--- config.mk ---
export PLATFORM = sky130hd
export DESIGN_NAME = keypad_scan_4x4
export DESIGN_NICKNAME = d
export VERILOG_FILES = /design/src/rtl/keypad_scan_4x4.sv
export SDC_FILE = /design/constraint.sdc
export NUM_CORES = 1
export LEC_CHECK = 0
export BUFFER_PORTS_ARGS = -buffer_cell sky130_fd_sc_hd__clkbuf_2
export CORE_UTILIZATION = 50
export CTS_BUF_LIST = sky130_fd_sc_hd__clkbuf_8
export CTS_CLUSTER_DIAMETER = 80
export DETAILED_ROUTE_END_ITERATION = 8
export PLACE_DENSITY = 0.69
export SKIP_CTS_REPAIR_TIMING = 1
export SYNTH_ARGS = -nofsm -noshare
export SYNTH_HDL_FRONTEND = slang
export SYNTH_SLANG_ARGS = --single-unit
--- constraint.sdc ---
create_clock -name i_CLK -period 6.4 [get_ports i_CLK]
set_input_delay 0 -clock i_CLK [delete_from_list [all_inputs] [get_ports i_CLK]]
set_output_delay 0 -clock i_CLK [all_outputs]
set_load 0.03 [all_outputs]
--- src/rtl/keypad_scan_4x4.sv ---
// keypad_scan_4x4 -- 4x4 matrix keypad scanner.
// Drives one active-low column at a time and samples the rows through a
// two-flop synchronizer. Each complete 16-key snapshot is debounced.
// Single-key presses are reported through a 1-deep valid/ready register.
// An event that arrives while the register is still full is dropped and
// sets a sticky overflow flag.
// Optional feature: define KEYPAD_RELEASE_EN to also report single-key
// releases (o_REL=1). Without it, o_REL is tied to 0.

module keypad_scan_4x4 #(
   parameter int SCAN_DIV       = 4096,
   parameter int DEBOUNCE_SCANS = 4
) (
   input  logic       i_CLK,
   input  logic       i_RST_N,
   output logic [3:0] o_COL,
   input  logic [3:0] i_ROW,
   output logic       o_VALID,
   input  logic       i_READY,
   output logic [3:0] o_KEY,
   output logic       o_REL,
   output logic       o_OVF,
   output logic       o_ANY
);

   localparam int DIV_W = (SCAN_DIV > 1) ? $clog2(SCAN_DIV) : 1;
   localparam int CNT_W = $clog2(DEBOUNCE_SCANS + 1);
   localparam logic [DIV_W-1:0] DWELL_LAST = DIV_W'(SCAN_DIV - 1);
   localparam logic [CNT_W-1:0] CNT_FULL   = CNT_W'(DEBOUNCE_SCANS);

   logic [3:0]       row_meta_reg;
   logic [3:0]       row_sync_reg;
   logic [3:0]       pressed;
   logic [DIV_W-1:0] dwell_reg;
   logic [1:0]       col_reg;
   logic             sample;
   logic             scan_end;
   logic [15:0]      raw_reg;
   logic [15:0]      raw_next;
   logic [15:0]      prev_reg;
   logic [15:0]      stable_reg;
   logic [CNT_W-1:0] cnt_reg;
   logic [CNT_W-1:0] cnt_next;
   logic             update;
   logic             press_evt;
   logic             release_evt;
   logic             event_fire;
   logic [3:0]       event_key;
   logic             handshake;
   logic             valid_reg;
   logic             valid_next;
   logic [3:0]       key_reg;
   logic [3:0]       key_next;
   logic             ovf_reg;
   logic             ovf_next;
   logic             any_reg;
`ifdef KEYPAD_RELEASE_EN
   logic             rel_reg;
   logic             rel_next;
`endif

   // Index of the (single) set bit of a snapshot.
   function automatic logic [3:0] key_index(input logic [15:0] bits);
      logic [3:0] idx;
      idx = '0;
      for (int i = 0; i < 16; i++) begin
         if (bits[i]) idx = 4'(i);
      end
      return idx;
   endfunction

   // Two-flop synchronizer for the asynchronous rows; idles as "not pressed".
   always_ff @(posedge i_CLK or negedge i_RST_N) begin
      if (!i_RST_N) begin
         row_meta_reg <= 4'hF;
         row_sync_reg <= 4'hF;
      end else begin
         row_meta_reg <= i_ROW;
         row_sync_reg <= row_meta_reg;
      end
   end

   assign pressed  = ~row_sync_reg;
   assign sample   = (dwell_reg == DWELL_LAST);
   assign scan_end = sample && (col_reg == 2'd3);

   // Column dwell timer and column pointer; both wrap silently.
   always_ff @(posedge i_CLK or negedge i_RST_N) begin
      if (!i_RST_N) begin
         dwell_reg <= '0;
         col_reg   <= 2'd0;
      end else if (sample) begin
         dwell_reg <= '0;
         col_reg   <= col_reg + 2'd1;
      end else begin
         dwell_reg <= dwell_reg + DIV_W'(1);
      end
   end

   assign o_COL = ~(4'b0001 << col_reg);

   // Each column's row nibble is replaced on its own sample cycle. At scan end
   // raw_next therefore already holds the complete snapshot, col 3 included.
   generate
      for (genvar gi = 0; gi < 4; gi++) begin : g_col
         assign raw_next[gi*4 +: 4] = (sample && (col_reg == 2'(gi))) ?
                                      pressed : raw_reg[gi*4 +: 4];
      end
   endgenerate

   // Run length of identical consecutive scans, saturating at the threshold.
   always_comb begin
      cnt_next = cnt_reg;
      if (raw_next == prev_reg) begin
         if (cnt_reg != CNT_FULL) cnt_next = cnt_reg + CNT_W'(1);
      end else begin
         cnt_next = CNT_W'(1);
      end
   end

   assign update = scan_end && (cnt_next == CNT_FULL) && (raw_next != stable_reg);

   // Snapshot registers: raw accumulator, previous scan, debounced state.
   always_ff @(posedge i_CLK or negedge i_RST_N) begin
      if (!i_RST_N) begin
         raw_reg    <= '0;
         prev_reg   <= '0;
         stable_reg <= '0;
         cnt_reg    <= '0;
         any_reg    <= 1'b0;
      end else begin
         raw_reg <= raw_next;
         if (scan_end) begin
            prev_reg <= raw_next;
            cnt_reg  <= cnt_next;
         end
         if (update) begin
            stable_reg <= raw_next;
            any_reg    <= |raw_next;
         end
      end
   end

   // A press needs the matrix fully released beforehand; chords and rollover are silent.
   assign press_evt = (stable_reg == '0) && $onehot(raw_next);
`ifdef KEYPAD_RELEASE_EN
   assign release_evt = $onehot(stable_reg) && (raw_next == '0);
`else
   assign release_evt = 1'b0;
`endif
   assign event_fire = update && (press_evt || release_evt);
   assign event_key  = release_evt ? key_index(stable_reg) : key_index(raw_next);
   assign handshake  = valid_reg && i_READY;

   // 1-deep output slot: load when free or being drained, otherwise drop and flag.
   always_comb begin
      valid_next = valid_reg;
      key_next   = key_reg;
      ovf_next   = ovf_reg;
`ifdef KEYPAD_RELEASE_EN
      rel_next   = rel_reg;
`endif
      if (handshake) begin
         valid_next = 1'b0;
         ovf_next   = 1'b0;
      end
      if (event_fire) begin
         if (!valid_reg || i_READY) begin
            valid_next = 1'b1;
            key_next   = event_key;
`ifdef KEYPAD_RELEASE_EN
            rel_next   = release_evt;
`endif
         end else begin
            ovf_next = 1'b1;
         end
      end
   end

   // Output register state.
   always_ff @(posedge i_CLK or negedge i_RST_N) begin
      if (!i_RST_N) begin
         valid_reg <= 1'b0;
         key_reg   <= '0;
         ovf_reg   <= 1'b0;
`ifdef KEYPAD_RELEASE_EN
         rel_reg   <= 1'b0;
`endif
      end else begin
         valid_reg <= valid_next;
         key_reg   <= key_next;
         ovf_reg   <= ovf_next;
`ifdef KEYPAD_RELEASE_EN
         rel_reg   <= rel_next;
`endif
      end
   end

   assign o_VALID = valid_reg;
   assign o_KEY   = key_reg;
   assign o_OVF   = ovf_reg;
   assign o_ANY   = any_reg;
`ifdef KEYPAD_RELEASE_EN
   assign o_REL   = rel_reg;
`else
   assign o_REL   = 1'b0;
`endif

endmodule

Yosys cells after proc, flatten, opt, wreduce, memory -nomap -nowiden
Cells that the tools add are included. W data, S select, Z words.

Bits in registers: 80. Input bits: 7. Output and inout port bits: 12. Word-level logic and storage cells: 85.

Add/subtract/negate cells: 18. Equality and inequality tests: 9. Shifts and indexed selects: 1. Mux-type cells: 28. Bitwise logic cells: 2. Reductions and logical operators: 15.

Operators by type and width (number): $mux W4 (18); $add A1 B1 Y2 (8); $eq A16 B16 Y1 (1); $logic_not A16 Y1 (1); $ne A16 B16 Y1 (1); $reduce_or A16 Y1 (1); $add A12 B1 Y12 const B (1); $add A2 B2 Y3 (4); $eq A12 B12 Y1 const B (1); $mux W12 (1); $logic_and A1 B1 Y1 (9); $add A3 B3 Y4 (2); $not A4 Y4 (2); $mux W1 (7); $mux W3 (2); $add A4 B4 Y5 (1); $eq A5 B1 Y1 const B (1); $eq A2 B2 Y1 const B (2); $shl A1 B2 Y4 const A (1); $add A3 B1 Y3 const B (1); $eq A3 B3 Y1 const B (1); $ne A3 B3 Y1 const B (1); $add A2 B1 Y2 const B (1); $eq A2 B1 Y1 const B (1); 4 further kinds (4).

Logic depth before layout (Yosys ltp)
Gate-level depths: netlist of run 1.

Depth after elaboration: 18. Gate-level depth with buffers: 22. Depth with buffers taken out: 20.

Worst setup path after synthesis of run 1
OpenSTA, ideal clock, no wires.

Path type: register to register. Start: register col_reg[0]. End: register key_reg[0], in the netlist o_KEY[0]. Library setup time: 125 ps. Arrival: 5890 ps. Data required time: 6275 ps. Path slack: 385 ps. Stages on the path, launching flop included: 22. Path buffers: 3. Clock period less this slack: 6015 ps. Path through: dfrtp_1 > inv_1 > ha_1 > clkbuf_1 > nand3_1 > or4_1 > clkbuf_1 > clkbuf_1 > o21ai_0 > inv_1 > fa_1 > fa_1 > fa_1 > fa_1 > inv_1 > ha_1 > fa_1 > nor4_1 > and3_1 > nand4_1 > a2111oi_4 > mux2_2.

Cells in the longest elaborated chain, start to end: 18. Elaborated cells between the ends (all ways): 52. Classes of those cells: 15 x add/sub; 7 x eq/ne; 20 x mux; 10 x reduce/logical.

Ends and longest elaborated chain: start, declared (line 35) `logic [1:0] col_reg;`; start signal, assigned (line 94) `col_reg <= col_reg + 2'd1;`; $logic_not A2 Y1 * (line 106) `assign raw_next[gi*4 +: 4] = (sample && (col_reg == 2'(gi))) ?`; $logic_and A1 B1 Y1 * (line 106); $mux W4 * (line 106); net raw_next[1] (line 39) `logic [15:0] raw_next;`; branches (longest 15 deep; another with $add A4 B4 Y5); end signal, assigned (line 191) `key_reg <= key_next;`; end, declared (line 52) `logic [3:0] key_reg;`.

Mark *: on every way through the listed nets, which the timed path passes. A chain may end at the register's enable or synchronous reset.

Worst setup path in the final report of run 1
Start: register col_reg[0]. End: register key_reg[1], in the netlist o_KEY[1].

Elaborated cells between the ends (all ways): 51. Classes of those cells: 15 x add/sub; 7 x eq/ne; 19 x mux; 10 x reduce/logical.

RTL lines: $logic_not A2 Y1 * (line 106); $logic_and A1 B1 Y1 * (line 106); $mux W4 * (line 106); net raw_next[1] (line 39); $add A1 B1 Y2 (not written as such) (line 145) `assign press_evt = (stable_reg == '0) && $onehot(raw_next);`; $add A2 B2 Y3 (not written as such) (line 145); $add A3 B3 Y4 (not written as such) (line 145); $add A4 B4 Y5 (not written as such) (line 145); $eq A5 B1 Y1 (line 145); $logic_and A1 B1 Y1 (line 145); $logic_and A1 B1 Y1 * (line 151) `assign event_fire = update && (press_evt || release_evt);`; $reduce_and A2 Y1 (no line) *.

The timed path passes the listed nets; every way through them passes the cells marked *.

==> results.rst, run 1 <==
.. list-table::
   :header-rows: 1

   * - Metric
     - Value
   * - Top-area cell type share of the netlist area
     - 37.5%
   * - Final setup skew
     - 0.0183 ns
   * - Most repeated library cell on the critical path
     - sky130_fd_sc_hd__fa_1
   * - Detail Placement HPWL
     - 9220 µm
   * - Peak supply drop
     - 0.0784 mV
   * - Placeable Area
     - 9280 µm²
   * - H-Tree Depth
     - 3
   * - Post-placement cell count
     - 628
   * - Post-layout utilization of the core
     - 57.5%
   * - Effective utilization at floorplan
     - 51.8%
   * - Most used cells in the layout excluding fill and tap cells
     - 72 x sky130_fd_sc_hd__dfrtp_1, 53 x sky130_fd_sc_hd__inv_1, 39 x sky130_fd_sc_hd__o21ai_0, 37 x sky130_fd_sc_hd__nand2_1, 25 x sky130_fd_sc_hd__nor2_1
   * - Yosys warns
     - 0
   * - Largest fanout on the critical path
     - 9
   * - Final setup fails
     - 0
   * - Average wire per standard cell
     - approximately 19 µm
   * - Share of synthesized area occupied by flip-flops and latches
     - 41.9%
   * - Vias in the first global route
     - 3783
   * - Maximum number of pins on one net before global-route repair
     - a little over 80
   * - Most common library cell in the layout ignoring fill and taps
     - sky130_fd_sc_hd__dfrtp_1
   * - Area enclosed by the die boundary
     - 10000 µm²
   * - Vias
     - 3865
   * - Total routed wirelength
     - ~12000 µm
   * - Design Power
     - 919 µW
   * - CTS Buf Count
     - 9
   * - Achievable frequency
     - approximately 170 MHz
   * - Biggest area consumer among synthesized cells
     - sky130_fd_sc_hd__dfrtp_1
   * - Count of flip-flops with a built-in enable after synthesis
     - 0
   * - Required time of the critical path
     - 6.65 ns
   * - Drt first-iter violations
     - 338
   * - Unrepaired setup endpoints after global routing
     - false
   * - Number of antenna violations at the first check in global routing
     - 0
   * - Outcome
     - finished, final reports clean
   * - Total global-route track usage
     - 26.8%
   * - Cell Pwr Density
     - about 170 nW/µm²
   * - Leak pwr
     - about 2.6 nW
   * - Setup crit start kind
     - flop
   * - I/O pin count
     - 19
   * - Area of the mapped netlist
     - 4810 µm²
   * - Die Height
     - roughly 100 µm
   * - Least-Margin Pin Slew
     - 1.02 ns
   * - Clock latency of the later-clocked register in the worst-skew pair
     - 0.37 ns
   * - Synth Instances
     - around 490
   * - Number of max-slew violations in the final report
     - 0
   * - Crit path largest cell delay
     - 0.55 ns
   * - Category of the critical setup timing path
     - flop to flop
   * - Flip-flop cell with the highest count after synthesis
     - sky130_fd_sc_hd__dfrtp_1
   * - Min Clock Period, post-route
     - 6.03 ns
   * - Post-synthesis async set-or-reset flop share
     - 100%
   * - Number of design rule violations left after detail routing
     - 0
   * - Critical path capture point type
     - flop
   * - DIE WIDTH
     - 100 µm
   * - Final hold violations
     - 0
   * - 1st-pass router iterations
     - 5
   * - Number of port buffers
     - 17
   * - First-pass GRT wire length
     - 20000 µm
   * - Total Neg Setup Slack
     - 0 ns
   * - Dominant cells by area after synthesis
     - sky130_fd_sc_hd__dfrtp_1 37%, sky130_fd_sc_hd__dfstp_2 4.4%, sky130_fd_sc_hd__fa_1 4.2%
   * - Yosys cell types
     - 63
   * - Synth Area per Inst
     - 9.91 µm²
   * - CTS clk-pin slew, worst paths
     - 0.08 ns
   * - # nets final
     - roughly 550
   * - Cell Chain, Critical Path
     - inv_1, ha_1, nand3_1, or4_1, o21ai_1, inv_1, fa_1, fa_1, fa_1, fa_1, inv_1, ha_1, fa_1, nor4_1, and3_1, nand4_1, a2111oi_4, mux2_2
   * - Final-layout fill cell count
     - 809
   * - Placer Congestion
     - 0.909
   * - Worst-case headroom to the max-slew limit
     - 31.7%
   * - Worst hold-check path type
     - input port to flop
   * - Layout overhead on the synthesized area
     - 11.0%
   * - Proportion of layout cells with a drive suffix above 1
     - 15.0%
   * - Residual antenna-violating net count after detailed routing
     - 0
   * - Slowest CP cell
     - sky130_fd_sc_hd__or4_1
   * - Number of core rows
     - 35
   * - Max-cap check violation count
     - 0
   * - Final std cells w/o fill
     - 650
   * - Number of nets in the synthesized netlist
     - 515
   * - Via/cell ratio
     - 5.95
   * - Clock tree root driver cell
     - sky130_fd_sc_hd__clkbuf_8
   * - Final antenna diode count
     - 0
   * - Number of synthesized register bits
     - 80
   * - Tcrit/Tclk final
     - 94.2%
   * - Clock tree from TritonCTS
     - yes
   * - Clock sink count
     - 80
   * - Arrival @ worst endpoint
     - 6.28 ns
   * - Clock tree buffer depth
     - 2
   * - Residual overflow from global routing
     - 0
worst max-delay path: cells and delay by family (launching register included):
family | cells | cell delay [ns]
AO/OA/AOI/OAI | 2 | 0.65
adder cells (fa/ha/maj) | 7 | 2.98
buffers and inverters | 3 | 0.29
flip-flops | 1 | 0.41
multiplexers | 1 | 0.39
AND/OR/NAND/NOR | 5 | 1.21
cell families after synthesis:
family / synth area share (%)
and+or+nand+nor: 16.4
other: 0.0780
DFF: 41.9
AOI/OAI and AO/OA: 14.8
muxes: 8.07
adders and majority gates: 7.55
xor gates and xnor gates: 5.47
buffers and inverters: 5.78
Yosys cell counts (3+ instances only):
cell                       count
sky130_fd_sc_hd__dfrtp_1      72
sky130_fd_sc_hd__inv_1        52
sky130_fd_sc_hd__o21ai_0      40
sky130_fd_sc_hd__nand2_1      37
sky130_fd_sc_hd__nor2_1       25
sky130_fd_sc_hd__mux2i_1      17
sky130_fd_sc_hd__xnor2_1      17
sky130_fd_sc_hd__a21oi_1      16
sky130_fd_sc_hd__nand3_1      14
sky130_fd_sc_hd__clkbuf_1     13
sky130_fd_sc_hd__ha_1         13
sky130_fd_sc_hd__xor2_1       13
sky130_fd_sc_hd__mux2_2       12
sky130_fd_sc_hd__fa_1         10
sky130_fd_sc_hd__and3_1        8
sky130_fd_sc_hd__dfstp_2       8
sky130_fd_sc_hd__nand4_1       8
sky130_fd_sc_hd__nor2b_1       8
sky130_fd_sc_hd__o22ai_1       7
sky130_fd_sc_hd__a22oi_1       6
sky130_fd_sc_hd__mux2_1        6
sky130_fd_sc_hd__nand2b_1      6
sky130_fd_sc_hd__nor3_1        6
sky130_fd_sc_hd__nor4_1        6
sky130_fd_sc_hd__or3_1         4
sky130_fd_sc_hd__a211oi_1      3
sky130_fd_sc_hd__a21o_1        3
sky130_fd_sc_hd__and2_1        3
sky130_fd_sc_hd__o211ai_1      3
sky130_fd_sc_hd__o21a_1        3
sky130_fd_sc_hd__o221ai_1      3
where the power goes:
part / internal, mW / switching [mW]
clock network: 0.189 / 0.190
logic: 0.00735 / 0.0160
registers: 0.510 / 0.00648
total: 0.706 / 0.213
area by class of cell:
class | count | area [µm²] | area share [%]
flip-flops and latches | 80 | 2010 | 37.7
clock buffers | 10 | 138 | 2.58
clock inverters | 6 | 60.1 | 1.13
repair buffers | 37 | 253 | 4.74
multi-input cells | 336 | 2520 | 47.2
well taps | 129 | 161 | 3.02
inverters | 52 | 195 | 3.66
final timing paths:
path / from / endpoint / slack (ns) / cells past startpoint
worst max-delay path: col_reg[0] / o_KEY[1] / 0.37 / 18
worst min-delay path: i_ROW[3] / row_meta_reg[3] / 0.27 / 2
worst max register to register: col_reg[0] / o_KEY[1] / 0.37 / 18
worst min register to register: row_meta_reg[3] / row_sync_reg[3] / 0.36 / 0
max in group asynchronous: i_RST_N / raw_reg[2] / 5.38 / 2
min in group asynchronous: i_RST_N / dwell_reg[7] / 0.33 / 2
per-layer routing:
layer	vias to the layer above	global-route usage, %	share of wire [%]
li1	1761	-	-
met1	1870	37.1	44
met2	190	39.8	45
met3	44	5.85	7.2
met4	0	13.4	3.7
met5	-	0	0
per-stage QoR:
step	cell area, µm²	hold WS (ns)	setup slack (ns)
2_1_floorplan	4810	-0.296	0.385
3_3_place_gp	5080	0.0886	0.411
3_5_place_dp	5080	0.0893	0.160
4_1_cts	5280	-0.296	0.162
5_1_grt	5340	0.274	0.0335
6_report	5340	0.269	0.370
No activity file was read; power rests on OpenSTA's default activity.
==> run 2: changes to the inputs <==
Settings changed: SETUP_SLACK_MARGIN from default to 0.4.
==> results.rst, run 2 (synthesized netlist as in run 1, its figures left out) <==
.. list-table::
   :header-rows: 1

   * - Metric
     - Value
   * - Total Neg Setup Slack
     - 0 ns
   * - Setup crit start kind
     - flop
   * - 1st-pass router iterations
     - 5
   * - Outcome
     - finished, final reports clean
   * - Least-Margin Pin Slew
     - 1.03 ns
   * - Most common library cell in the layout ignoring fill and taps
     - sky130_fd_sc_hd__dfrtp_1
   * - Clock tree root driver cell
     - sky130_fd_sc_hd__clkbuf_8
   * - Number of max-slew violations in the final report
     - 0
   * - Most repeated library cell on the critical path
     - sky130_fd_sc_hd__fa_1
   * - Number of core rows
     - 35
   * - Placer Congestion
     - 0.906
   * - I/O pin count
     - 19
   * - Slowest CP cell
     - sky130_fd_sc_hd__or4_4
   * - CTS Buf Count
     - 9
   * - # nets final
     - 559
   * - DIE WIDTH
     - 100 µm
   * - Hold slack
     - 0.277 ns
   * - Worst hold start
     - i_ROW[2]
   * - Number of design rule violations left after detail routing
     - 0
   * - Total global-route track usage
     - a little over a quarter
   * - Category of the critical setup timing path
     - flop to flop
   * - Total routed wirelength
     - roughly 13000 µm
   * - Clock sink count
     - 80
   * - Layout overhead on the synthesized area
     - 16.1%
   * - Min Clock Period, post-route
     - around 6 ns
   * - First-pass GRT wire length
     - between 20000 and 25000 µm
   * - Leak pwr
     - 2.66 nW
   * - Critical path capture point type
     - flop
   * - Clock tree from TritonCTS
     - yes
   * - Maximum number of pins on one net before global-route repair
     - just over 80
   * - Clock latency of the later-clocked register in the worst-skew pair
     - 0.36 ns
   * - Largest fanout on the critical path
     - 5
   * - CTS clk-pin slew, worst paths
     - 0.08 ns
   * - Most used cells in the layout excluding fill and tap cells
     - 70 x sky130_fd_sc_hd__dfrtp_1, 49 x sky130_fd_sc_hd__inv_1, 39 x sky130_fd_sc_hd__o21ai_0, 37 x sky130_fd_sc_hd__nand2_1, 27 x sky130_fd_sc_hd__buf_4
   * - Delay-heaviest family, CP
     - adder cells
   * - Vias in the first global route
     - 3761
   * - Worst hold-check path type
     - input port to flop
   * - Proportion of layout cells with a drive suffix above 1
     - 20.6%
   * - Effective utilization at floorplan
     - 51.8%
   * - Clock tree buffer depth
     - 2
   * - Buffering stage count on the worst path with inverters included
     - 3
   * - H-Tree Depth
     - 3
   * - Crit path largest cell delay
     - 0.62 ns
   * - Worst-case headroom to the max-slew limit
     - 31.3%
   * - Design Power
     - a little under 1 mW
   * - Count of cells along the worst register-to-register path
     - 18
   * - Max-cap check violation count
     - 0
   * - Critical Path Source
     - col_reg[1]
   * - Number of antenna violations at the first check in global routing
     - 0
   * - FF-to-FF Start
     - col_reg[1]
   * - Final setup fails
     - 0
   * - Final setup skew
     - 0.0120 ns
   * - Die Height
     - 100 µm
   * - Vias
     - 3877
   * - Required time of the critical path
     - 6.65 ns
   * - Arrival @ worst endpoint
     - 6.16 ns
   * - Final hold violations
     - 0
   * - Cell Chain, Critical Path
     - inv_2, ha_4, nand3_2, or4_4, mux2_4, fa_1, inv_1, fa_1, fa_1, fa_1, inv_2, ha_4, fa_1, nor4_2, and3_1, nand4_1, a2111oi_4, mux2_2
   * - Final antenna diode count
     - 0
   * - Cell area after layout
     - 5580 µm²
   * - Area enclosed by the die boundary
     - 10000 µm²
   * - Drt first-iter violations
     - 283
   * - Via/cell ratio
     - ~5.8
   * - Cell count of the worst hold path
     - 2
   * - Detail Placement HPWL
     - roughly 9400 µm
   * - Residual overflow from global routing
     - 0
   * - Number of port buffers
     - 17
   * - Achievable frequency
     - around 170 MHz
   * - Tcrit/Tclk final
     - 92.4%
   * - Cell Pwr Density
     - around 180 nW/µm²
   * - Cell area reported after detailed placement
     - 5070 µm²
   * - Placeable Area
     - 9280 µm²
   * - Residual antenna-violating net count after detailed routing
     - 0
   * - Average wire per standard cell
     - 19.3 µm
   * - Peak supply drop
     - 0.110 mV
   * - Unrepaired setup endpoints after global routing
     - true
   * - Number of gates on the worst path with buffers counted
     - 18
## run 2: changes by cell type in the layout (fill, tap and decap cells not counted), sizes merged
cell / previous run / this run
buf: 15 / 28
bufinv: 1 / 3
clkbuf: 26 / 25
clkinv: 3 / 2
## run 2: metal layers
layer	up-vias	routed length (µm)	GRT usage [%]
met5	-	0	0
met4	0	308	9.14
met3	30	1000	6.20
met2	166	5910	41.5
met1	1898	5590	37.7
li1	1783	-	-
## run 2: power breakdown
| group | total [mW] | internal (mW) | switching, mW |
|---|---|---|---|
| combinational | 0.0234 | 0.00738 | 0.0160 |
| clock | 0.445 | 0.256 | 0.189 |
| sequential | 0.516 | 0.510 | 0.00656 |
## run 2: worst paths after layout
| kind | end | slack (ns) |
|---|---|---|
| max in group asynchronous | col_reg[0] | 5.30 |
| min in group asynchronous | dwell_reg[7] | 0.32 |
| worst max-delay path | o_KEY[2] | 0.49 |
| worst min register to register | row_sync_reg[1] | 0.35 |
| worst max register to register | o_KEY[2] | 0.49 |
| worst min-delay path | row_meta_reg[2] | 0.28 |
## run 2: area by class of cell
| type | count | area, µm² |
|---|---|---|
| fillers | 811 | 3700 |
| multi-input cells | 336 | 2620 |
| flip-flops and latches | 80 | 2010 |
| repair buffers | 50 | 354 |
| inverters | 52 | 198 |
| well taps | 129 | 161 |
| clock buffers | 9 | 124 |
| clock inverters | 7 | 111 |
## run 2: worst register-to-register path: stages, from the launching register on
cell and delay [ns]:
sky130_fd_sc_hd__dfrtp_1 0.40, sky130_fd_sc_hd__inv_2 0.12, sky130_fd_sc_hd__ha_4 0.18, sky130_fd_sc_hd__nand3_2 0.08
sky130_fd_sc_hd__or4_4 0.62, sky130_fd_sc_hd__mux2_4 0.34, sky130_fd_sc_hd__fa_1 0.48, sky130_fd_sc_hd__inv_1 0.05
sky130_fd_sc_hd__fa_1 0.52, sky130_fd_sc_hd__fa_1 0.44, sky130_fd_sc_hd__fa_1 0.57, sky130_fd_sc_hd__inv_2 0.05
sky130_fd_sc_hd__ha_4 0.16, sky130_fd_sc_hd__fa_1 0.47, sky130_fd_sc_hd__nor4_2 0.13, sky130_fd_sc_hd__and3_1 0.18
sky130_fd_sc_hd__nand4_1 0.18, sky130_fd_sc_hd__a2111oi_4 0.47, sky130_fd_sc_hd__mux2_2 0.38
## run 2: metrics by stage
stage,instances,util [%],worst slack [ns]
finish,663,60.1,0.485
global route,663,60.1,0.255
CTS,643,57.2,0.284
detailed placement,627,54.6,0.310
global placement,627,54.6,0.476
floorplan,485,-,0.465
==> run 3: changes to the inputs <==
Settings changed: BUFFER_PORTS_ARGS -buffer_cell sky130_fd_sc_hd__clkbuf_2 to default, DONT_BUFFER_PORTS from default to 1, PLACE_DENSITY 0.69 to 0.68.
==> results.rst, run 3 (synthesized netlist as in run 1, its figures left out) <==
.. list-table::
   :header-rows: 1

   * - Metric
     - Value
   * - Vias in the first global route
     - 3792
   * - Proportion of layout cells with a drive suffix above 1
     - ~18%
   * - Critical path capture point type
     - flop
   * - Worst hold-check path type
     - input port to flop
   * - Average wire per standard cell
     - 19.9 µm
   * - Worst-case headroom to the max-slew limit
     - 30.6%
   * - Total Neg Setup Slack
     - 0 ns
   * - Clock tree from TritonCTS
     - yes
   * - Area enclosed by the die boundary
     - 10000 µm²
   * - Placeable Area
     - ~9300 µm²
   * - Leak pwr
     - between 2 and 3 nW
   * - Most common library cell in the layout ignoring fill and taps
     - sky130_fd_sc_hd__dfrtp_1
   * - Worst hold start
     - i_ROW[1]
   * - Delay-heaviest family, CP
     - adder cells
   * - Residual overflow from global routing
     - 0
   * - Detail Placement HPWL
     - just over 9000 µm
   * - Combinational power share
     - between 2 and 3%
   * - Peak supply drop
     - 0.156 mV
   * - Final antenna diode count
     - 0
   * - Placer Congestion
     - 0.915
   * - Clock tree buffer depth
     - 2
   * - Clock network fraction of total power
     - 40.7%
   * - Most repeated library cell on the critical path
     - sky130_fd_sc_hd__fa_1
   * - Post-placement cell count
     - 612
   * - CTS clk-pin slew, worst paths
     - 0.08 ns
   * - Final setup skew
     - 0.00940 ns
   * - Final std cells w/o fill
     - 648
   * - Effective utilization at floorplan
     - 51.8%
   * - Outcome
     - finished, final reports clean
   * - Category of the critical setup timing path
     - flop to flop
   * - FF-to-FF Start
     - col_reg[1]
   * - Fraction of power consumed by sequential logic
     - about 57%
   * - Cell Chain, Critical Path
     - inv_2, ha_4, nand3_1, or4_4, mux2_4, fa_1, inv_1, fa_1, fa_1, fa_1, inv_1, ha_2, fa_1, nor4_1, and3_1, nand4_1, a2111oi_4, buf_4, mux2i_1
   * - Cell Pwr Density
     - 167 nW/µm²
   * - Largest fanout on the critical path
     - 4
   * - Setup crit start kind
     - flop
   * - # nets final
     - ~540
   * - Share of total power consumed by net switching
     - 23.8%
   * - Total global-route track usage
     - a little over a quarter
   * - Most used cells in the layout excluding fill and tap cells
     - 70 x sky130_fd_sc_hd__dfrtp_1, 50 x sky130_fd_sc_hd__inv_1, 39 x sky130_fd_sc_hd__o21ai_0, 37 x sky130_fd_sc_hd__nand2_1, 27 x sky130_fd_sc_hd__buf_4
   * - Die Height
     - 100 µm
   * - Min Clock Period, post-route
     - 5.90 ns
   * - Maximum number of pins on one net before global-route repair
     - 81
   * - Residual antenna-violating net count after detailed routing
     - 0
   * - Vias
     - about 4000
   * - Drt first-iter violations
     - 433
   * - I/O pin count
     - 19
   * - Number of core rows
     - 35
   * - Number of design rule violations left after detail routing
     - 0
   * - Number of port buffers
     - 0
   * - Critical Path Source
     - col_reg[1]
   * - First-pass GRT wire length
     - 20400 µm
   * - Achievable frequency
     - between 150 and 200 MHz
   * - Cell area reported after detailed placement
     - 5000 µm²
   * - Clock sink count
     - 80
   * - Unrepaired setup endpoints after global routing
     - false
   * - Slowest CP cell
     - sky130_fd_sc_hd__or4_4
   * - DIE WIDTH
     - 100 µm
   * - Total routed wirelength
     - approximately 13000 µm
   * - CTS Buf Count
     - 9
   * - 1st-pass router iterations
     - 5
   * - Via/cell ratio
     - 6.03
   * - Least-Margin Pin Slew
     - 1.03 ns
   * - Switching component of the power
     - 217 µW
   * - Buffering stage count on the worst path with inverters included
     - 4
   * - Max-cap check violation count
     - 0
   * - Cell internal pwr
     - 695 µW
   * - Cell area after layout
     - 5460 µm²
   * - Final hold violations
     - 0
   * - Crit path largest cell delay
     - 0.62 ns
   * - Final setup fails
     - 0
   * - Arrival @ worst endpoint
     - 6.19 ns
   * - Number of antenna violations at the first check in global routing
     - 0
   * - Layout overhead on the synthesized area
     - 13.7%
   * - Required time of the critical path
     - 6.70 ns
   * - Clock tree root driver cell
     - sky130_fd_sc_hd__clkbuf_8
   * - Tcrit/Tclk final
     - 92.1%
   * - H-Tree Depth
     - 3
   * - Hold slack
     - ~0.17 ns
   * - Number of max-slew violations in the final report
     - 0
   * - Clock latency of the later-clocked register in the worst-skew pair
     - 0.37 ns
run 3: stage by stage:
stage | total power, mW | utilization (%) | worst slack [ns]
6_report | 0.912 | 58.9 | 0.503
5_1_grt | 0.939 | 58.9 | 0.335
4_1_cts | 0.902 | 55.9 | 0.371
3_5_place_dp | 0.534 | 53.8 | 0.384
3_3_place_gp | 0.534 | 53.8 | 0.556
2_1_floorplan | 0.531 | - | 0.465
run 3: worst paths after layout:
path	depth (start not counted)	slack [ns]	to
max	19	0.50	o_KEY[3]
min	1	0.17	row_meta_reg[1]
max reg2reg	19	0.50	o_KEY[3]
min reg2reg	0	0.35	row_sync_reg[3]
max in group asynchronous	2	5.79	row_meta_reg[3]
min in group asynchronous	2	0.24	raw_reg[8]
run 3: final cells by class:
class,count,area [µm²]
flip-flops and latches,80,2010
clock inverters,7,65.1
fillers,807,3820
inverters,52,195
well taps,129,161
multi-input cells,336,2600
repair buffers,35,305
clock buffers,9,124
run 3: routing by layer:
layer / part of all wire (%) / global-route usage (%)
met2: 46 / 42.4
met5: 0 / 0
met1: 42 / 37.4
met3: 8.7 / 6.13
met4: 2.8 / 11.8
run 3: power groups by stage:
stage | Combinational (mW) | Clock (mW) | Sequential, mW
after global routing | 0.0270 | 0.396 | 0.517
after detailed placement | 0.00855 | 0 | 0.526
after floorplan | 0.0105 | 0 | 0.520
final | 0.0237 | 0.371 | 0.516
after global placement | 0.00846 | 0 | 0.526
after CTS | 0.00863 | 0.378 | 0.516
